<file path="config.mk">
export PLATFORM = sky130hd
export DESIGN_NAME = call_stack
export DESIGN_NICKNAME = d
export VERILOG_FILES = /design/src/rtl/call_stack.sv
export SDC_FILE = /design/constraint.sdc
export NUM_CORES = 1
export LEC_CHECK = 0
export CAP_MARGIN = 40
export CORE_ASPECT_RATIO = 1.1
export CORE_MARGIN = 2
export CORE_UTILIZATION = 58
export DETAILED_ROUTE_END_ITERATION = 7
export HOLD_SLACK_MARGIN = 0.08
export PLACE_DENSITY_LB_ADDON = 0.2
export SLEW_MARGIN = 20
export SYNTH_ARGS = -nofsm -noshare
export SYNTH_HDL_FRONTEND = slang
export SYNTH_SLANG_ARGS = --single-unit
</file>
<file path="constraint.sdc">
create_clock -name clk -period 4.5 [get_ports clk]
set_input_delay 0.675 -clock clk [delete_from_list [all_inputs] [get_ports clk]]
set_output_delay 0.675 -clock clk [all_outputs]
set_load 0.1 [all_outputs]
</file>
<file path="src/rtl/call_stack.sv">
// Return-address LIFO feeding the PC load path: registered top-of-stack,
// full/empty decode and sticky overflow/underflow error flags.
module call_stack #(
    parameter int WIDTH = 16,
    parameter int DEPTH = 8
) (
    input  logic                       clk,
    input  logic                       rst,
    input  logic                       push,
    input  logic                       pop,
    input  logic                       clr_err,
    input  logic [WIDTH-1:0]           din,
    output logic [WIDTH-1:0]           dout,
    output logic [$clog2(DEPTH+1)-1:0] count,
    output logic                       empty,
    output logic                       full,
    output logic                       overflow,
    output logic                       underflow
);
    localparam int CW = $clog2(DEPTH+1);
    localparam int AW = $clog2(DEPTH);

    logic [WIDTH-1:0] r_mem [DEPTH];
    logic [CW-1:0]    r_count;
    logic [WIDTH-1:0] r_dout;
    logic             r_overflow;
    logic             r_underflow;

    logic             w_empty;
    logic             w_full;
    logic             w_replace;
    logic             w_append;
    logic             w_remove;
    logic             w_wr_en;
    logic [CW-1:0]    w_top;
    logic [CW-1:0]    w_below;
    logic [AW-1:0]    w_wr_idx;
    logic [WIDTH-1:0] w_below_val;

    assign w_empty = (r_count == '0);
    assign w_full  = (r_count == CW'(DEPTH));
    assign w_top   = r_count - CW'(1);
    assign w_below = r_count - CW'(2);

    // push+pop on a non-empty stack overwrites the top in place
    assign w_replace = push && pop && !w_empty;
    // push+pop on an empty stack still performs the push
    assign w_append  = push && !w_full && !w_replace;
    assign w_remove  = pop && !push && !w_empty;
    assign w_wr_en   = w_replace || w_append;
    assign w_wr_idx  = w_replace ? w_top[AW-1:0] : r_count[AW-1:0];

    // The entry exposed once the current top is removed; 0 when nothing remains.
    assign w_below_val = (r_count >= CW'(2)) ? r_mem[w_below[AW-1:0]] : '0;

    always_ff @(posedge clk) begin
        if (w_wr_en) begin
            r_mem[w_wr_idx] <= din;
        end
    end

    always_ff @(posedge clk or negedge rst) begin
        if (!rst) begin
            r_count     <= '0;
            r_dout      <= '0;
            r_overflow  <= 1'b0;
            r_underflow <= 1'b0;
        end else begin
            if (w_append) begin
                r_count <= r_count + CW'(1);
                r_dout  <= din;
            end else if (w_replace) begin
                r_dout  <= din;
            end else if (w_remove) begin
                r_count <= w_top;
                r_dout  <= w_below_val;
            end

            if (push && !pop && w_full) begin
                r_overflow <= 1'b1;
            end else if (clr_err) begin
                r_overflow <= 1'b0;
            end

            if (pop && w_empty) begin
                r_underflow <= 1'b1;
            end else if (clr_err) begin
                r_underflow <= 1'b0;
            end
        end
    end

    assign dout      = r_dout;
    assign count     = r_count;
    assign empty     = w_empty;
    assign full      = w_full;
    assign overflow  = r_overflow;
    assign underflow = r_underflow;

endmodule

</file>
Word-level counts from Yosys, hierarchy flattened
Memories as Yosys holds them, arrays and structs flattened.
Cells that the tools add are included.
- add/subtract/negate cells: 3
- order comparisons: 1
- equal/unequal tests: 2
- multiplexer cells: 13
- reduce and logical (&&, ||, !) cells: 21
- operator list (operator ; count):
    two-way mux 16 bit ; 4
    two-way mux 4 bit ; 3
    logical AND 1 bit ; 9
    nonzero test 2 bit ; 3
    logical NOT 1 bit ; 5
    two-way mux 1 bit ; 5
    adder 4 x 1 -> 4 bit, second input constant ; 1
    == test 4 bit, second input constant ; 1
    >= comparator 4 x 2 -> 1 bit, second input constant ; 1
    logical NOT 4 bit ; 1
    subtractor 4 x 1 -> 4 bit, second input constant ; 1
    two-way mux 3 bit ; 1
    nonzero test 3 bit ; 1
    subtractor 3 x 2 -> 3 bit, second input constant ; 1
    inequality test 2 x 1 -> 1 bit, second input constant ; 1
    AND reduction 2 bit ; 1
    logical OR 1 bit ; 1
- register bits: 22
- bits in writable memories: 128
- input port bits: 21
- output and inout bits: 24
- memories kept: 1
- memories (name ; words ; width ; rd ports ; clocked after Yosys merged registers in ; wr ports ; RTL line ; source):
    r_mem ; 8 ; 16 ; 1 ; 0 ; 1 ; 23 ; logic [WIDTH-1:0] r_mem [DEPTH];

Longest topological paths before layout
Gate-level depths: netlist of run 1.
- depth in word-level cells: 8
- mapped depth: 8

Least setup slack after synthesis of run 1
Ideal clock, no wire load.
- path kind: register to register
- from: register r_count[1], in the netlist count[1]
- to: memory r_mem[2][0] (enable)
- setup time: 0.409 ns
- arrival time: 4.374 ns
- required time: 4.091 ns
- setup slack: -0.283 ns
- stages on the path, launching flop included: 8
- buffers on the path: 1
- period minus slack after synthesis: 4.783 ns
- path through: dfrtp_1 -> inv_2 -> buf_2 -> ha_1 -> nor3b_4 -> o21ai_0 -> o21a_1 -> nor3_1
- cells in the longest elaborated chain, start to end: 8
- RTL lines (item ; RTL line ; source):
    start, declared ; 24 ; logic [CW-1:0] r_count;
    start signal, assigned ; 70 ; r_count <= r_count + CW'(1);
    start signal, assigned ; 75 ; r_count <= w_top;
    logical NOT 4 bit (*) ; 40 ; assign w_empty = (r_count == '0);
    via empty ; 15 ; output logic empty,
    logical NOT 1 bit (*) ; 46 ; assign w_replace = push && pop && !w_empty;
    logical AND 1 bit (*) ; 46 ;
    logical NOT 1 bit ; 48 ; assign w_append = push && !w_full && !w_replace;
    logical AND 1 bit ; 48 ;
    logical OR 1 bit ; 50 ; assign w_wr_en = w_replace || w_append;
    two-way mux 1 bit ; 57 ; if (w_wr_en) begin
    two-way mux 1 bit (not written as such) ; 58 ; r_mem[w_wr_idx] <= din;
    end, declared ; 23 ;
The timed path passes the listed nets; every way through them passes the cells marked *.

Worst setup path after layout of run 1
- from: register r_count[1], in the netlist count[1]
- to: output port empty
- cells in the longest elaborated chain, start to end: 1
- RTL lines (item ; RTL line):
    logical NOT 4 bit ; 40
    end, declared ; 15
Every way passes these cells.

==> results.md, run 1 <==
- Relative slew slack: approximately 56%
- Commonest cells in the netlist: 128 x edfxtp_1, 32 x mux4_2, 24 x nand2_1
- Top-area cell type share of the netlist area: 59.37%
- Worst-case reg-to-reg path depth: 8
- First-pass GRT wire length: 23180 µm
- Core Footprint: about 11000 µm²
- FP Rows: 40
- RSZ-0062 raised after global routing: no
- Hold-fix buffers, CTS: 0
- Post-synth EDFFs: roughly 130
- Routed wire per std cell: 23.96 µm
- Post_cts resized: 0
- Worst IR Drop VDD: 0.3939 mV
- ANT nets after route: 0
- Cell with the most instances after synthesis: edfxtp_1
- Largest area contributor in the netlist: edfxtp_1
- Num CTS Buffers: 17
- Area contributors post-synth: edfxtp_1 59%, mux4_2 11%, dfrtp_1 8.5%, nand4bb_1 2.8%, mux2i_1 2.5%
- Layout Utilization: 74.06%
- Root Buffer: clkbuf_16
- Mapped Cells: around 380
- Final hold vios: 0
- CP Buf/Inv Count: 2
- Horiz. Die Dim: 104.7 µm
- Final Cycle Share: a little over two thirds
- Crit-path leading delay family: buffers and inverters
- CTS sink cnt: 150
- R2R Path Start: count[1]
- CTS H-tree depth: 4
- Detail Placement HPWL: 8956 µm
- Layout area overhead: 24.82%
- Clock skew: approximately 6.5 ps
- Nets: 480
- Post-Layout Cell Count: roughly 610
- Crit path max fanout: 20
- WS Path Type: flop to primary output
- Initial antenna violation count: 0
- Total iterations of the first detailed-routing run: 5
- Register area share after synthesis: 67.88%
- R2R Setup Slk: roughly 1400 ps
- Final WL: 14690 µm
- Initial core utilization: 59.33%
- Grt total ovfl: 0
- Crit path launch: count[1]
- Hold Path Class: input pin to asynchronous set/reset pin
- Die Ht: 114.8 µm
- Minimum clock period after layout: around 3200 ps
- RePlAce Congestion: 0.8734
- Slew Limit Fails: 0
- Share of layout cells above drive strength 1: 26.18%
- Antenna cells: 0
- Io pins: 45
- Leakage Power: about 2.8 nW
- Placed insts: a little under 600
- Clk pin slew, worst setup/hold paths: 60 ps
- CTS tree: built
- Synth Area per Inst: 17.13 µm²
- I/O Buffers: 44
- Post-CTS setup buffers: 0
- Status: complete, no violations
- Largest net degree at the start of global routing: 38
- DR DRC count: 0
- Global Route Usage Sum: between 20% and 30%
- Crit. End Element: primary output
- Post-Syn Area: 6474 µm²
- Crit-path cells: inv_2 > ha_1 > nor3b_4 > buf_4
- Final setup vio count: 0
- Top_reg_cell synth: edfxtp_1
- Vias: 3899
- Ys async rst share: 14.67%
- Worst-Margin Slew: 655.0 ps
- Startpoint types: flop
- Netlist cell types: 50
- Clock buffer depth: 2
- Clk_lat worst skew: 410 ps
- Syn_nets: 405
- CP peak stage delay: 500 ps
- CP Depth: 4
- Vias in the first global route: between 3000 and 4000
- Peak Freq: between 300 and 400 MHz
- Crit path required time: between 3000 and 4000 ps
- Synthesis warning total: 0
- DR iter-0 viols: 381
- Crit path arrival time: 2500 ps
- Cell at the slowest stage of the critical path: inv_2
- Synthesized flop and latch total: 150
- Post-DR vias/cell: 6.361
- Max-cap violations: 0
- Full die area: 12020 µm²
- PD cells: ~750 nW/µm²
## worst reg2reg max path, stage by stage (launching register included)
cell,delay [ps]
dfrtp_1,490
inv_2,500
ha_1,380
buf_4,320
nand2b_1,200
a211oi_1,270
o21ai_1,200
nor3_2,170
buf_4,290
## cells by family after synthesis
| family | share of synthesized area, % |
|---|---|
| buffers and inverters | 2.551 |
| XOR/XNOR | 0.2706 |
| multiplexers | 13.61 |
| adder cells (fa/ha/maj) | 1.160 |
| AO/OA/AOI/OAI | 8.002 |
| AND/OR/NAND/NOR | 6.533 |
| flip-flops | 67.88 |
## per-layer routing
metal	GRT usage, %	up-vias	wire [µm]
met5	0	-	0
li1	-	1700	-
met1	34.02	2004	5557
met4	11.20	0	415
met2	44.89	168	7860
met3	5.215	27	855
## cells in the final DEF, fill, tap and decap left out, types with 2 or more instances in the layout
cell	count
clkbuf_16	17
clkinv_4	3
nand3_1	2
nor3_2	8
nand2_1	24
buf_16	3
mux2i_1	16
clkbuf_8	2
nor3_1	2
bufinv_16	2
ha_1	6
buf_4	15
a31o_2	2
a21oi_1	20
inv_1	4
mux4_2	32
edfxtp_1	128
a32o_1	2
clkdlybuf4s50_1	41
buf_8	21
o21ai_0	9
o21ai_1	12
nor2_1	4
clkinvlp_4	2
nand4bb_1	16
clkinv_2	3
a221oi_1	16
dfrtp_1	21
## final cells by class
class                   count  area, µm²
flip-flops and latches    150       4395
fillers                   670       2830
multi-input cells         197       1959
repair buffers             82      937.1
clock buffers              20      456.7
well taps                 147      183.9
clock inverters            12      128.9
inverters                   5      18.77
## worst paths after layout
path | endpoint
setup / recovery | empty
hold / removal | count[0]
setup reg to reg | r_mem[0][4]
hold reg to reg | overflow
max in group asynchronous | count[0]
min in group clk | overflow
## where the power goes
group          leakage, nW  internal (mW)  switching [mW]
sequential            1.42           1.77           0.202
combinational         1.06           1.12            1.62
clock                0.284          0.844           0.534
## state kept, by name (all words and copies together), names as in the netlist
name / flops
count: 4
dout: 16
overflow: 1
r_mem: 128
underflow: 1
## metrics by stage
stage / setup slack [ps] / TNS (ps) / power [mW] / hold WS [ps] / cell area (µm²)
floorplan: -283.1 / -16930 / 3.764 / 379.4 / 6494
global placement: 1464 / 0 / 4.337 / 476.1 / 7091
detailed placement: 1398 / 0 / 4.723 / 479.7 / 7495
CTS: 1313 / 0 / 6.122 / 259.5 / 8080
global route: 1194 / 0 / 6.326 / 288.0 / 8080
finish: 1325 / 0 / 6.087 / 253.7 / 8080
(Power assumes the default switching activity.)
==> run 2, diff against run 1 <==
Settings changed: CORE_UTILIZATION 58 to 53.
Clock period 4.5 ns to 2.63 ns, I/O delays scaled along.
==> run 2 against run 1 <==
Net effect:
- worst setup slack got worse by 1100 ps
- register-to-register slack got worse by 1200 ps
- critical path depth increased by 5
- sequential power increased by 68%
- largest cell class unchanged
- largest power group unchanged
- first-iteration DRC count increased by 14%
==> results.md, run 2 (synthesis gave the netlist of run 1 again) <==
- Commonest cells after routing, fill and taps aside: 128 x edfxtp_1, 45 x buf_4, 32 x mux4_2
- Slew Limit Fails: 0 (unchanged)
- Most flops, register: r_mem
- Antenna cells: 0 (unchanged)
- Finished Cell Area: 8013 µm² (-0.84%)
- Layout area overhead: 23.77%
- Pint: 6.264 mW (+68%)
- Clock skew: 13.78 ps (+7.259 ps)
- Sw Share: 39.56% (+0.92 points)
- Crit. End Element: flop
- Crit path required time: 2740 ps (-1090 ps)
- Setup tns final: 0 ps (unchanged)
- NetSw: 4.100 mW (+74%)
- Core Footprint: 11980 µm² (+9.8%)
- Clock network fraction of total power: 24.6% (+2.0 points)
- RSZ-0062 raised after global routing: no
- Io pins: 45 (unchanged)
- Die Ht: 119.9 µm (+4.5%)
- Num CTS Buffers: 17 (unchanged)
- Post-Layout Cell Count: 614 (+0.16%)
- Cell at the slowest stage of the critical path: dfrtp_4
- CP Buf/Inv Count: 4 (+2)
- Routed wire per std cell: 23.61 µm (-1.5%)
- Grt total ovfl: 0 (unchanged)
- Root Buffer: clkbuf_16
- Clock buffer depth: 2 (unchanged)
- DR DRC count: 0 (unchanged)
- CP peak stage delay: 480 ps (-20 ps)
- Cell mode on critical path: buf_4
- Post-CTS setup buffers: 0 (unchanged)
- Final setup vio count: 0 (unchanged)
- DR iter-0 viols: 435 (+14%)
- Clk pin slew, worst setup/hold paths: 70 ps (about the same)
- Met1 GRT Util: 33.95% (-0.065 points)
- Final Cycle Share: roughly 93%
- Post_cts resized: 0 (unchanged)
- Worst-Margin Slew: 743.3 ps (+88.30 ps)
- PD cells: 1293 nW/µm² (+72%)
- Sequential share of power: 32.0% (-0.5 points)
- Crit path max fanout: 16 (-20%)
- CTS H-tree depth: 4 (unchanged)
- Startpoint types: flop
- CTS tree: built
- Final setup margin: 177.9 ps (-1147 ps)
- Relative slew slack: 50.44% (-5.9 points)
- Worst IR Drop VDD: 1.107 mV (+180%)
- Clk_lat worst skew: 410 ps (about the same)
- Final hold vios: 0 (unchanged)
- Share of layout cells above drive strength 1: 31.52% (+5.3 points)
- Placement Cell Area: 7371 µm² (-1.7%)
- Setup WS pre-CTS: -53.36 ps (-1452 ps)
- Vias: 3852 (-1.2%)
- I/O Buffers: 44 (unchanged)
- Horiz. Die Dim: 109.4 µm (+4.4%)
- Crit-path leading delay family: buffers and inverters
- Detail Placement HPWL: 9047 µm (+1.0%)
- Routing usage on met2: 36.19% (-8.7 points)
- Largest net degree at the start of global routing: 41 (+7.9%)
- Met3 Use GR: 5.703% (+0.49 points)
- Nets: 474 (-1.3%)
- Peak Freq: approximately 410 MHz
- First-pass GRT wire length: 22210 µm (-4.2%)
- Minimum clock period after layout: ~2500 ps
- CTS sink cnt: 150 (unchanged)
- Final WL: 14500 µm (-1.3%)
- Largest register FFs: 128 (unchanged)
- Hold-fix buffers, CTS: 0 (unchanged)
- Post-DR vias/cell: 6.274 (-1.4%)
- Placed insts: 579 (-0.34%)
- WS Path Type: flop to flop
- RePlAce Congestion: 0.8570 (-1.9%)
- Combinational power share: 43.3% (-1.6 points)
- Total iterations of the first detailed-routing run: 4 (-1)
- Initial antenna violation count: 0 (unchanged)
- Initial core utilization: 54.03% (-5.3 points)
- Crit-path cells: inv_2 > ha_4 > buf_4 > nand2b_1 > a211oi_1 > o21ai_1 > buf_4 > nor3_4 > buf_12
- Status: complete, no violations
- Global Route Usage Sum: 23.74% (-2.7 points)
- Most common cell after layout, fill and taps aside: edfxtp_1
- Full die area: 13120 µm² (+9.1%)
- FP Rows: 42 (+5.0%)
- Max-cap violations: 0 (unchanged)
- ANT nets after route: 0 (unchanged)
- Hold Path Class: input pin to asynchronous set/reset pin
- Vias in the first global route: 3818 (-3.4%)
- GRT busiest layer: met2
- Leakage Power: 2.761 nW (about the same)
- Crit path arrival time: 2570 ps (+70 ps)
run 2: cell type report:
class / instances / area, µm²
multi-input cells: 197 / 2047
flip-flops and latches: 150 / 4403
fillers: 813 / 3969
well taps: 154 / 192.7
inverters: 5 / 26.28
repair buffers: 76 / 719.4
clock buffers: 18 / 429.2
clock inverters: 14 / 195.2
run 2: worst reg2reg max path: cells and delay by family, from the launching register on:
kind | cells | cell delay (ps)
buffers and inverters | 4 | 730
AOI/OAI and AO/OA | 2 | 420
and+or+nand+nor | 2 | 370
DFF | 1 | 480
adders and majority gates | 1 | 170
run 2: final timing paths:
| path | from | end | slack [ps] | depth (start not counted) |
|---|---|---|---|---|
| max | count[0] | r_mem[4][4] | 180 | 9 |
| min | rst | dout[8] | 350 | 2 |
| max reg2reg | count[0] | r_mem[4][4] | 180 | 9 |
| min reg2reg | overflow | overflow | 510 | 1 |
| max in group asynchronous | rst | count[0] | 1990 | 2 |
| min in group clk | overflow | overflow | 510 | 1 |
run 2: power by group through the flow:
stage	clock [mW]	combinational, mW	sequential, mW
after floorplan	0	2.34	4.33
after global placement	0	4.41	3.34
after detailed placement	0	4.45	3.36
after CTS	2.59	4.49	3.32
after global routing	2.71	4.73	3.35
final	2.55	4.49	3.32
run 2: per-stage QoR:
step / power (mW) / hold slack, ps / utilization (%)
final: 10.36 / 349.4 / 66.88
after global routing: 10.79 / 390.7 / 66.88
after CTS: 10.39 / 351.3 / 66.73
after detailed placement: 7.807 / 498.9 / 61.52
after global placement: 7.748 / 476.7 / 61.42
after floorplan: 6.671 / 98.91 / -
run 2: per-layer routing:
layer	up-vias	share of wire, %
li1	1695	-
met1	1975	43
met2	169	50
met3	13	6.9
met4	0	0.83
met5	-	0
==> run 3, diff against run 2 <==
Settings changed: TNS_END_PERCENT from default to 20.
==> run 3 against run 2 <==
Net effect:
- sequential share of layout area up 0.79 points
- core utilization down 0.95 points
- count of clock-buffer cells in the layout unchanged
- worst setup slack worse by 53 ps
- largest cell class unchanged
==> results.md, run 3 (synthesis gave the netlist of run 1 again) <==
- Status: complete, no violations
- Layout area overhead: 22.01%
- Clock network fraction of total power: 23.2% (-1.4 points)
- Final setup vio count: 0 (unchanged)
- RePlAce Congestion: 0.8535 (-0.41%)
- RSZ-0062 raised after global routing: no
- R2R Setup Slk: 130 ps (-50 ps)
- Setup WS pre-CTS: 62.96 ps (+116.3 ps)
- Antenna cells: 0 (unchanged)
- Core Footprint: 11980 µm² (unchanged)
- Final hold vios: 0 (unchanged)
- Crit path arrival time: 2680 ps (+110 ps)
- Full die area: 13120 µm² (unchanged)
- Hold-fix buffers, CTS: 0 (unchanged)
- Fill count: 852 (+4.8%)
- Clock buffer depth: 2 (unchanged)
- WS Path Type: flop to flop
- Clock skew: 11.63 ps (-2.146 ps)
- Peak Freq: 399.3 MHz (-2.1%)
- Most common cell after layout, fill and taps aside: edfxtp_1
- Global Route Usage Sum: 24.07% (+0.33 points)
- DR DRC count: 0 (unchanged)
- Design Power: 9.970 mW (-3.8%)
- Leakage Power: 2.703 nW (-2.1%)
- Crit path max fanout: 10 (-6)
- Hold Worst Slack: 291.8 ps (-57.63 ps)
- Slew Limit Fails: 0 (unchanged)
- Worst-case reg-to-reg path depth: 7 (-2)
- I/O Buffers: 44 (unchanged)
- Share of layout cells above drive strength 1: 30.85% (-0.67 points)
- Routed wire per std cell: 23.52 µm (-0.37%)
- Grt total ovfl: 0 (unchanged)
- CTS sink cnt: 150 (unchanged)
- Worst IR Drop VDD: 0.9160 mV (-17%)
- Vias in the first global route: 3962 (+3.8%)
- Clk pin slew, worst setup/hold paths: 60 ps (about the same)
- Crit path required time: 2800 ps (+60 ps)
- Clk_lat worst skew: 430 ps (+20 ps)
- Initial core utilization: 54.03% (unchanged)
- ANT nets after route: 0 (unchanged)
- Io pins: 45 (unchanged)
- NetSw: 3.989 mW (-2.7%)
- Detail Placement HPWL: 9165 µm (+1.3%)
- Post-CTS setup buffers: 0 (unchanged)
- Initial antenna violation count: 0 (unchanged)
- Total iterations of the first detailed-routing run: 5 (+1)
- Crit. End Element: flop
- Horiz. Die Dim: 109.4 µm (unchanged)
- Largest net degree at the start of global routing: 33 (-20%)
- Largest register FFs: 128 (unchanged)
- Die Ht: 119.9 µm (unchanged)
- Pint: 5.981 mW (-4.5%)
- CTS tree: built
- First-pass GRT wire length: 22400 µm (+0.87%)
- Minimum clock period after layout: 2505 ps (+52.60 ps)
- Most flops, register: r_mem
- R2r endpoint: r_mem[6][0]
- Root Buffer: clkbuf_16
- Final setup margin: 125.3 ps (-52.60 ps)
- Startpoint types: flop
- Post-DR vias/cell: 6.257 (-0.27%)
- Final Cycle Share: 95.24% (+2.0 points)
- Nets: 471 (-0.63%)
- Hold Path Class: input pin to asynchronous set/reset pin
- CTS H-tree depth: 4 (unchanged)
- R2R Path Start: count[1]
- PD cells: 1262 nW/µm² (-2.4%)
- Combinational power share: 43.6% (+0.3 points)
- Vias: 3823 (-0.75%)
- DR iter-0 viols: 339 (-22%)
- FP Rows: 42 (unchanged)
- Worst-Margin Slew: 1006 ps (+262.6 ps)
- Sequential share of power: 33.2% (+1.2 points)
- Max-cap violations: 0 (unchanged)
- Num CTS Buffers: 17 (unchanged)
- Commonest cells after routing, fill and taps aside: 128 x edfxtp_1, 47 x buf_4, 32 x mux4_2
- Post_cts resized: 0 (unchanged)
- Relative slew slack: 32.94% (-18 points)
- Final WL: 14370 µm (-0.86%)
- Sw Share: 40.01% (+0.45 points)
## run 3: worst max-delay path by stage
| stage | slack [ps] | to | from |
|---|---|---|---|
| 3_5_place_dp | 60 | r_mem[4][13] | pop |
| 3_3_place_gp | 130 | r_mem[6][3] | pop |
| 4_1_cts | 140 | r_mem[6][4] | count[1] |
| 5_1_grt | 30 | r_mem[6][0] | count[1] |
| 2_1_floorplan | -720 | r_mem[0][0] | count[1] |
| 6_report | 130 | r_mem[6][0] | count[1] |
## run 3: layout make-up
class	instances	area, µm²	share of cell area [%]
Clock buffer	18	429.2	5.433
Timing Repair Buffer	73	664.4	8.411
Sequential cell	150	4403	55.74
Clock inverter	14	136.4	1.727
Inverter	5	26.28	0.3326
Multi-Input combinational cell	197	2047	25.91
Tap cell	154	192.7	2.439
## run 3: power groups by stage
stage / combinational, mW / clock (mW) / sequential (mW)
global route: 4.61 / 2.44 / 3.35
finish: 4.35 / 2.31 / 3.31
detailed placement: 4.38 / 0 / 3.35
global placement: 4.30 / 0 / 3.33
CTS: 4.39 / 2.35 / 3.31
floorplan: 2.34 / 0 / 4.33
## run 3: metrics by stage
stage,instance area (µm²),instances,utilization (%),setup TNS (ps)
2_1_floorplan,6639,378,-,-85540
3_3_place_gp,7322,578,61.11,0
3_5_place_dp,7333,579,61.21,0
4_1_cts,7899,611,65.93,0
5_1_grt,7899,611,65.93,0
6_report,7899,611,65.93,0
## run 3: critical path: stages (launching register included)
cell and delay (ps):
dfrtp_4 560, inv_8 80, ha_4 170, and3b_1 370
a211oi_1 90, o21ai_1 650, nor3_4 90, buf_4 230
## run 3: per-layer routing
metal	track usage [%]	share of wire [%]	vias to the layer above	routed length [µm]
met1	32.03	40	1971	5742
met4	11.63	3.0	0	429
met2	37.81	52	129	7428
met3	5.215	5.4	35	772
li1	-	-	1688	-
met5	0	0	-	0
